**config.mk**
```make
export PLATFORM = sky130hd
export DESIGN_NAME = spi_ram_mem
export DESIGN_NICKNAME = d
export VERILOG_FILES = /design/src/rtl/spi_ram_mem.sv
export SDC_FILE = /design/constraint.sdc
export NUM_CORES = 2
export LEC_CHECK = 0
export BUFFER_PORTS_ARGS = -buffer_cell sky130_fd_sc_hd__buf_2
export CORE_ASPECT_RATIO = 1.4
export CORE_MARGIN = 5
export CORE_UTILIZATION = 40
export CTS_CLUSTER_SIZE = 14
export DETAILED_ROUTE_END_ITERATION = 8
export MAX_ROUTING_LAYER = met4
export PLACE_DENSITY_LB_ADDON = 0.25
export SYNTH_ARGS = -nofsm -noshare
export SYNTH_HDL_FRONTEND = slang
export SYNTH_SLANG_ARGS = --single-unit
```
**constraint.sdc**
```tcl
create_clock -name clk -period 3.49 [get_ports clk]
set_input_delay 1.047 -clock clk [delete_from_list [all_inputs] [get_ports clk]]
set_output_delay 1.047 -clock clk [all_outputs]
set_load 0.01 [all_outputs]
```
**src/rtl/spi_ram_mem.sv**
```systemverilog
// spi_ram_mem: 256x8 memory stage behind the SPI slave, returning read data on a held valid/ack handshake.
// Optional macro SPI_RAM_AUTO_INC_EN: post-increment the write/read address on each executed data command.
package shared_pkg;
    localparam int unsigned MEM_DEPTH = 256;
    localparam int unsigned ADDR_SIZE = 8;
    localparam int unsigned MEM_WIDTH = 8;

    typedef enum logic [1:0] {
        WR_ADDR = 2'b00,
        WR_DATA = 2'b01,
        RD_ADDR = 2'b10,
        RD_DATA = 2'b11
    } control_e;

    typedef struct packed {
        control_e               control;
        logic [MEM_WIDTH-1:0]   data;
    } rx_data_s;
endpackage

module spi_ram_mem
    import shared_pkg::*;
(
    input  logic                 clk,
    input  logic                 rst,
    input  rx_data_s             rx_data,
    input  logic                 rx_valid,
    output logic [MEM_WIDTH-1:0] tx_data,
    output logic                 tx_valid,
    input  logic                 tx_ack,
    output logic                 seq_err
);

    typedef enum logic {
        TX_IDLE = 1'b0,
        TX_HOLD = 1'b1
    } tx_state_e;

    tx_state_e              r_state;
    tx_state_e              w_next_state;
    logic [MEM_WIDTH-1:0]   r_mem [MEM_DEPTH];
    logic [ADDR_SIZE-1:0]   r_wr_addr;
    logic [ADDR_SIZE-1:0]   r_rd_addr;
    logic                   r_wr_addr_vld;
    logic                   r_rd_addr_vld;
    logic [MEM_WIDTH-1:0]   r_tx_data;
    logic                   r_seq_err;
    logic                   w_wr_addr_ld;
    logic                   w_rd_addr_ld;
    logic                   w_wr_exec;
    logic                   w_rd_accept;
    logic                   w_seq_err;

    always_ff @(posedge clk or posedge rst) begin
        if (rst) begin
            r_state <= TX_IDLE;
        end else begin
            r_state <= w_next_state;
        end
    end

    // Command decode; a read may reuse the output slot on the same edge it is acked.
    always_comb begin
        w_next_state = r_state;
        w_wr_addr_ld = 1'b0;
        w_rd_addr_ld = 1'b0;
        w_wr_exec    = 1'b0;
        w_rd_accept  = 1'b0;
        w_seq_err    = 1'b0;

        if (r_state == TX_HOLD && tx_ack) begin
            w_next_state = TX_IDLE;
        end

        if (rx_valid) begin
            unique case (rx_data.control)
                WR_ADDR: w_wr_addr_ld = 1'b1;
                WR_DATA: begin
                    if (r_wr_addr_vld) begin
                        w_wr_exec = 1'b1;
                    end else begin
                        w_seq_err = 1'b1;
                    end
                end
                RD_ADDR: w_rd_addr_ld = 1'b1;
                RD_DATA: begin
                    if (r_rd_addr_vld && (r_state == TX_IDLE || tx_ack)) begin
                        w_rd_accept  = 1'b1;
                        w_next_state = TX_HOLD;
                    end else begin
                        w_seq_err = 1'b1;
                    end
                end
                default: ;
            endcase
        end
    end

    always_ff @(posedge clk or posedge rst) begin
        if (rst) begin
            r_wr_addr     <= '0;
            r_rd_addr     <= '0;
            r_wr_addr_vld <= 1'b0;
            r_rd_addr_vld <= 1'b0;
            r_tx_data     <= '0;
            r_seq_err     <= 1'b0;
        end else begin
            r_seq_err <= w_seq_err;
            if (w_wr_addr_ld) begin
                r_wr_addr     <= ADDR_SIZE'(rx_data.data);
                r_wr_addr_vld <= 1'b1;
            end
            if (w_rd_addr_ld) begin
                r_rd_addr     <= ADDR_SIZE'(rx_data.data);
                r_rd_addr_vld <= 1'b1;
            end
            if (w_rd_accept) begin
                r_tx_data <= r_mem[r_rd_addr];
            end
`ifdef SPI_RAM_AUTO_INC_EN
            // Natural 8-bit wrap takes 255 back to 0.
            if (w_wr_exec) begin
                r_wr_addr <= r_wr_addr + ADDR_SIZE'(1);
            end
            if (w_rd_accept) begin
                r_rd_addr <= r_rd_addr + ADDR_SIZE'(1);
            end
`endif
        end
    end

    // Storage is deliberately not reset.
    always_ff @(posedge clk) begin
        if (w_wr_exec) begin
            r_mem[r_wr_addr] <= rx_data.data;
        end
    end

    assign tx_data  = r_tx_data;
    assign tx_valid = (r_state == TX_HOLD);
    assign seq_err  = r_seq_err;

endmodule

```
==> flow_metrics.tcl <==
set metrics [dict create \
    cp_num_cells 9 \
    r2r_setup_slack_ps 120 \
    seq_power_share 0.495 \
    cts_tree "built" \
    p_sw_mw 14.01 \
    fp.dieW_um 389.5 \
    netSwitchingFraction 0.2500 \
    critPathKind "reg2reg" \
    synth-compound-area-share 0.03536 \
    num_io_pins 24 \
    dieArea_mm2 0.2108 \
    min_path_type "in2async" \
    dp_cells 7016 \
    syn_nets 4050 \
    place_hpwl_um 146100 \
    fin_cells 7358 \
    finalSetupViolations 0 \
    fin_nets 4572 \
    crit_fanout 17 \
    cpMostUsedCell "buf_4" \
    synth_area_per_cell_um2 19.98 \
    track_usage 0.2132 \
    cts.clk_slew.worst_paths_ps 70 \
    finalWirelength_um 221700 \
    synth-simple-area-share 0.03190 \
    gr-total-overflow 0 \
    synth_top_family_by_area "multiplexers" \
    ys.flop_type "edfxtp_1" \
    ctsLongestPathBuffers 4 \
    cp.required_ps 4260 \
    r2r-start "r_rd_addr[0]$_DFFE_PP0P_" \
    area.growth.synth_to_final_pct 16.22 \
    final_util 0.4662 \
    insertion_delay_ps 840 \
    rsz0062_at_grt "false" \
    worstMarginPinSlew_ps 1059 \
    cts.sinks 2076 \
    routedWlPerCell_um 30.13 \
    p_per_area_mw_per_mm2 598.0 \
    die_h_um 541.3 \
    dr.pass1.iters 6 \
    place_ws_ps -117.0 \
    drc 0 \
    yosys.area_share.adder 0 \
    synth_cells 4036 \
    stdcell_area_mm2 0.09372 \
    finalWeightedCongestion 0.9225 \
    synth-edff-count 2048 \
    finalCritPeriodShare 0.9652 \
    crit_path_max_incr_delay_ps 760 \
    htreeDepth 4 \
    r2r-end "tx_data[5]$_DFFE_PP0P_" \
    placed_area_mm2 0.08775 \
    core_mm2 0.2010 \
    drive_gt1_frac 0.2596 \
    vias 41990 \
    synthMuxAreaShare 0.1442 \
    synth_most_common_cell "edfxtp_1" \
    synth_largest_area_cell "edfxtp_1" \
    yosysUniqueCellTypes 55 \
    critPathCaptureType "flop" \
    rr_worst_depth 9 \
    grt_max_degree 96 \
    antenna_left 0 \
    routed-wl-met2_um 114600 \
    max_cap_viol_count 0 \
    hold_viol 0 \
    yosys-top-cells-area "edfxtp_1, mux4_2, mux2i_1, nor2_1, o22ai_1" \
    grt_pass1_vias 42310 \
    worstPathArrival_ps 4130 \
    critical_path.cell_chain "buf_4 > or3b_2 > o22ai_1 > a211oi_1 > buf_4 > a22oi_1 > nand3_1 > nor3_1 > a211o_1" \
    io_buffer_count 23 \
    post-route-min-period_ps 3369 \
    wirelength_met1_um 84270 \
    skew_ps 45.27 \
    drt_iter0_markers 4327 \
    outcome "finished clean" \
    antenna_found_initial 6 \
    crit_family "simple AND/OR/NAND/NOR gates" \
    routed.top_layer "met4" \
    grt_first_pass_wirelength_um 315700 \
    async_flop_share 0.01349 \
    pwr-share-comb 0.145 \
    synth_common_cells "edfxtp_1, mux4_2, mux2i_1" \
    peakVddDrop_v 0.0003837 \
    cp_slowest_cell "or3b_2" \
    netlist_area_mm2 0.08064 \
    relSlewSlack 0.2843 \
    power.internal_mw 42.04 \
    drv_slew 0 \
    ys_seq_elements 2076 \
    power_mw 56.05 \
    initial_core_util 0.4011 \
    synth-xor-area-share 0 \
    cts_buffers 194 \
    ys_warn_count 0 \
    fmax_mhz 296.9 \
    via_per_inst 5.706 \
    worst_slack_ps 121.4 \
    cp_num_buf_inv 2 \
    start_kind "flop" \
    finalSetupTns_ps 0 \
    clock-root-buffer "clkbuf_16" \
    rows 195 \
    hold_ws_ps 404.0 \
    seq_area_frac_synth 0.7713 \
    synth_top_cell_area_share 0.7626 \
    wl_met3_um 12750 \
    clkPwrFrac 0.360 \
    p_leak_nw 30.38 \
]
-- power by group through the flow --
| stage | Clock [mW] | Sequential, mW | Combinational, mW |
|---|---|---|---|
| final | 20.2 | 27.7 | 8.14 |
| after global routing | 21.6 | 27.7 | 8.49 |
| after CTS | 20.6 | 27.7 | 8.19 |
| after detailed placement | 0 | 28.3 | 8.16 |
| after global placement | 0 | 28.3 | 8.14 |
| after floorplan | 0 | 28.1 | 4.64 |
-- routing by layer --
| layer | GRT usage | vias up |
|---|---|---|
| li1 | - | 17670 |
| met1 | 0.2615 | 22270 |
| met2 | 0.3645 | 1613 |
| met3 | 0.02446 | 426 |
| met4 | 0.08293 | 0 |
| met5 | - | - |
-- worst max path at each step --
stage	from	end	slack, ps
2_1_floorplan	rx_data[9]	r_mem[112][0]$_DFFE_PP_	480
3_3_place_gp	r_rd_addr[0]$_DFFE_PP0P_	tx_data[7]$_DFFE_PP0P_	-110
3_5_place_dp	r_rd_addr[0]$_DFFE_PP0P_	tx_data[7]$_DFFE_PP0P_	-120
4_1_cts	r_rd_addr[0]$_DFFE_PP0P_	tx_data[7]$_DFFE_PP0P_	90
5_1_grt	r_rd_addr[0]$_DFFE_PP0P_	tx_data[5]$_DFFE_PP0P_	150
6_report	r_rd_addr[0]$_DFFE_PP0P_	tx_data[5]$_DFFE_PP0P_	120
-- layout make-up --
cell class	instances	area, um2
fill	16870	107300
tap	2659	3327
antenna	4	10.01
clock inverter	86	748.2
sequential	2076	62210
timing repair buffer	572	5135
inverter	6	25.02
multi-input combinational	1708	17110
clock buffer	247	5159
-- sequential cells by signal, indices dropped and copies added (netlist names) --
register       cells
r_mem           2048
r_rd_addr          8
r_wr_addr          8
tx_data            8
r_rd_addr_vld      1
r_wr_addr_vld      1
seq_err            1
tx_valid           1
-- worst register-to-register path, cell delays in order (launching register included) --
cell and delay, ps:
dfrtp_4 580, buf_4 200, or3b_2 760, o22ai_1 290
a211oi_1 90, buf_4 180, a22oi_1 150, nand3_1 220
nor3_1 660, a211o_1 170
-- kinds of logic after synthesis --
kind of cell,count (synthesis)
compound gates,409
flops,2076
buf+inv,252
mux,706
simple gates,593
-- timing repair --
item,CTS,global route
setup buffers,0,5
endpoints found under the setup margin,1,1
gates resized for setup,1,0
hold buffers,0,0
-- layout by cell type, fill, tap and decap left out, types with 50 or more instances in the layout --
cell,instances
edfxtp_1,2048
a22oi_1,66
nor2_1,285
mux2i_1,326
buf_12,66
mux4_2,363
o221ai_1,50
o22ai_1,119
clkbuf_16,198
nand2_1,140
buf_4,483
(Power assumes the default switching activity.)
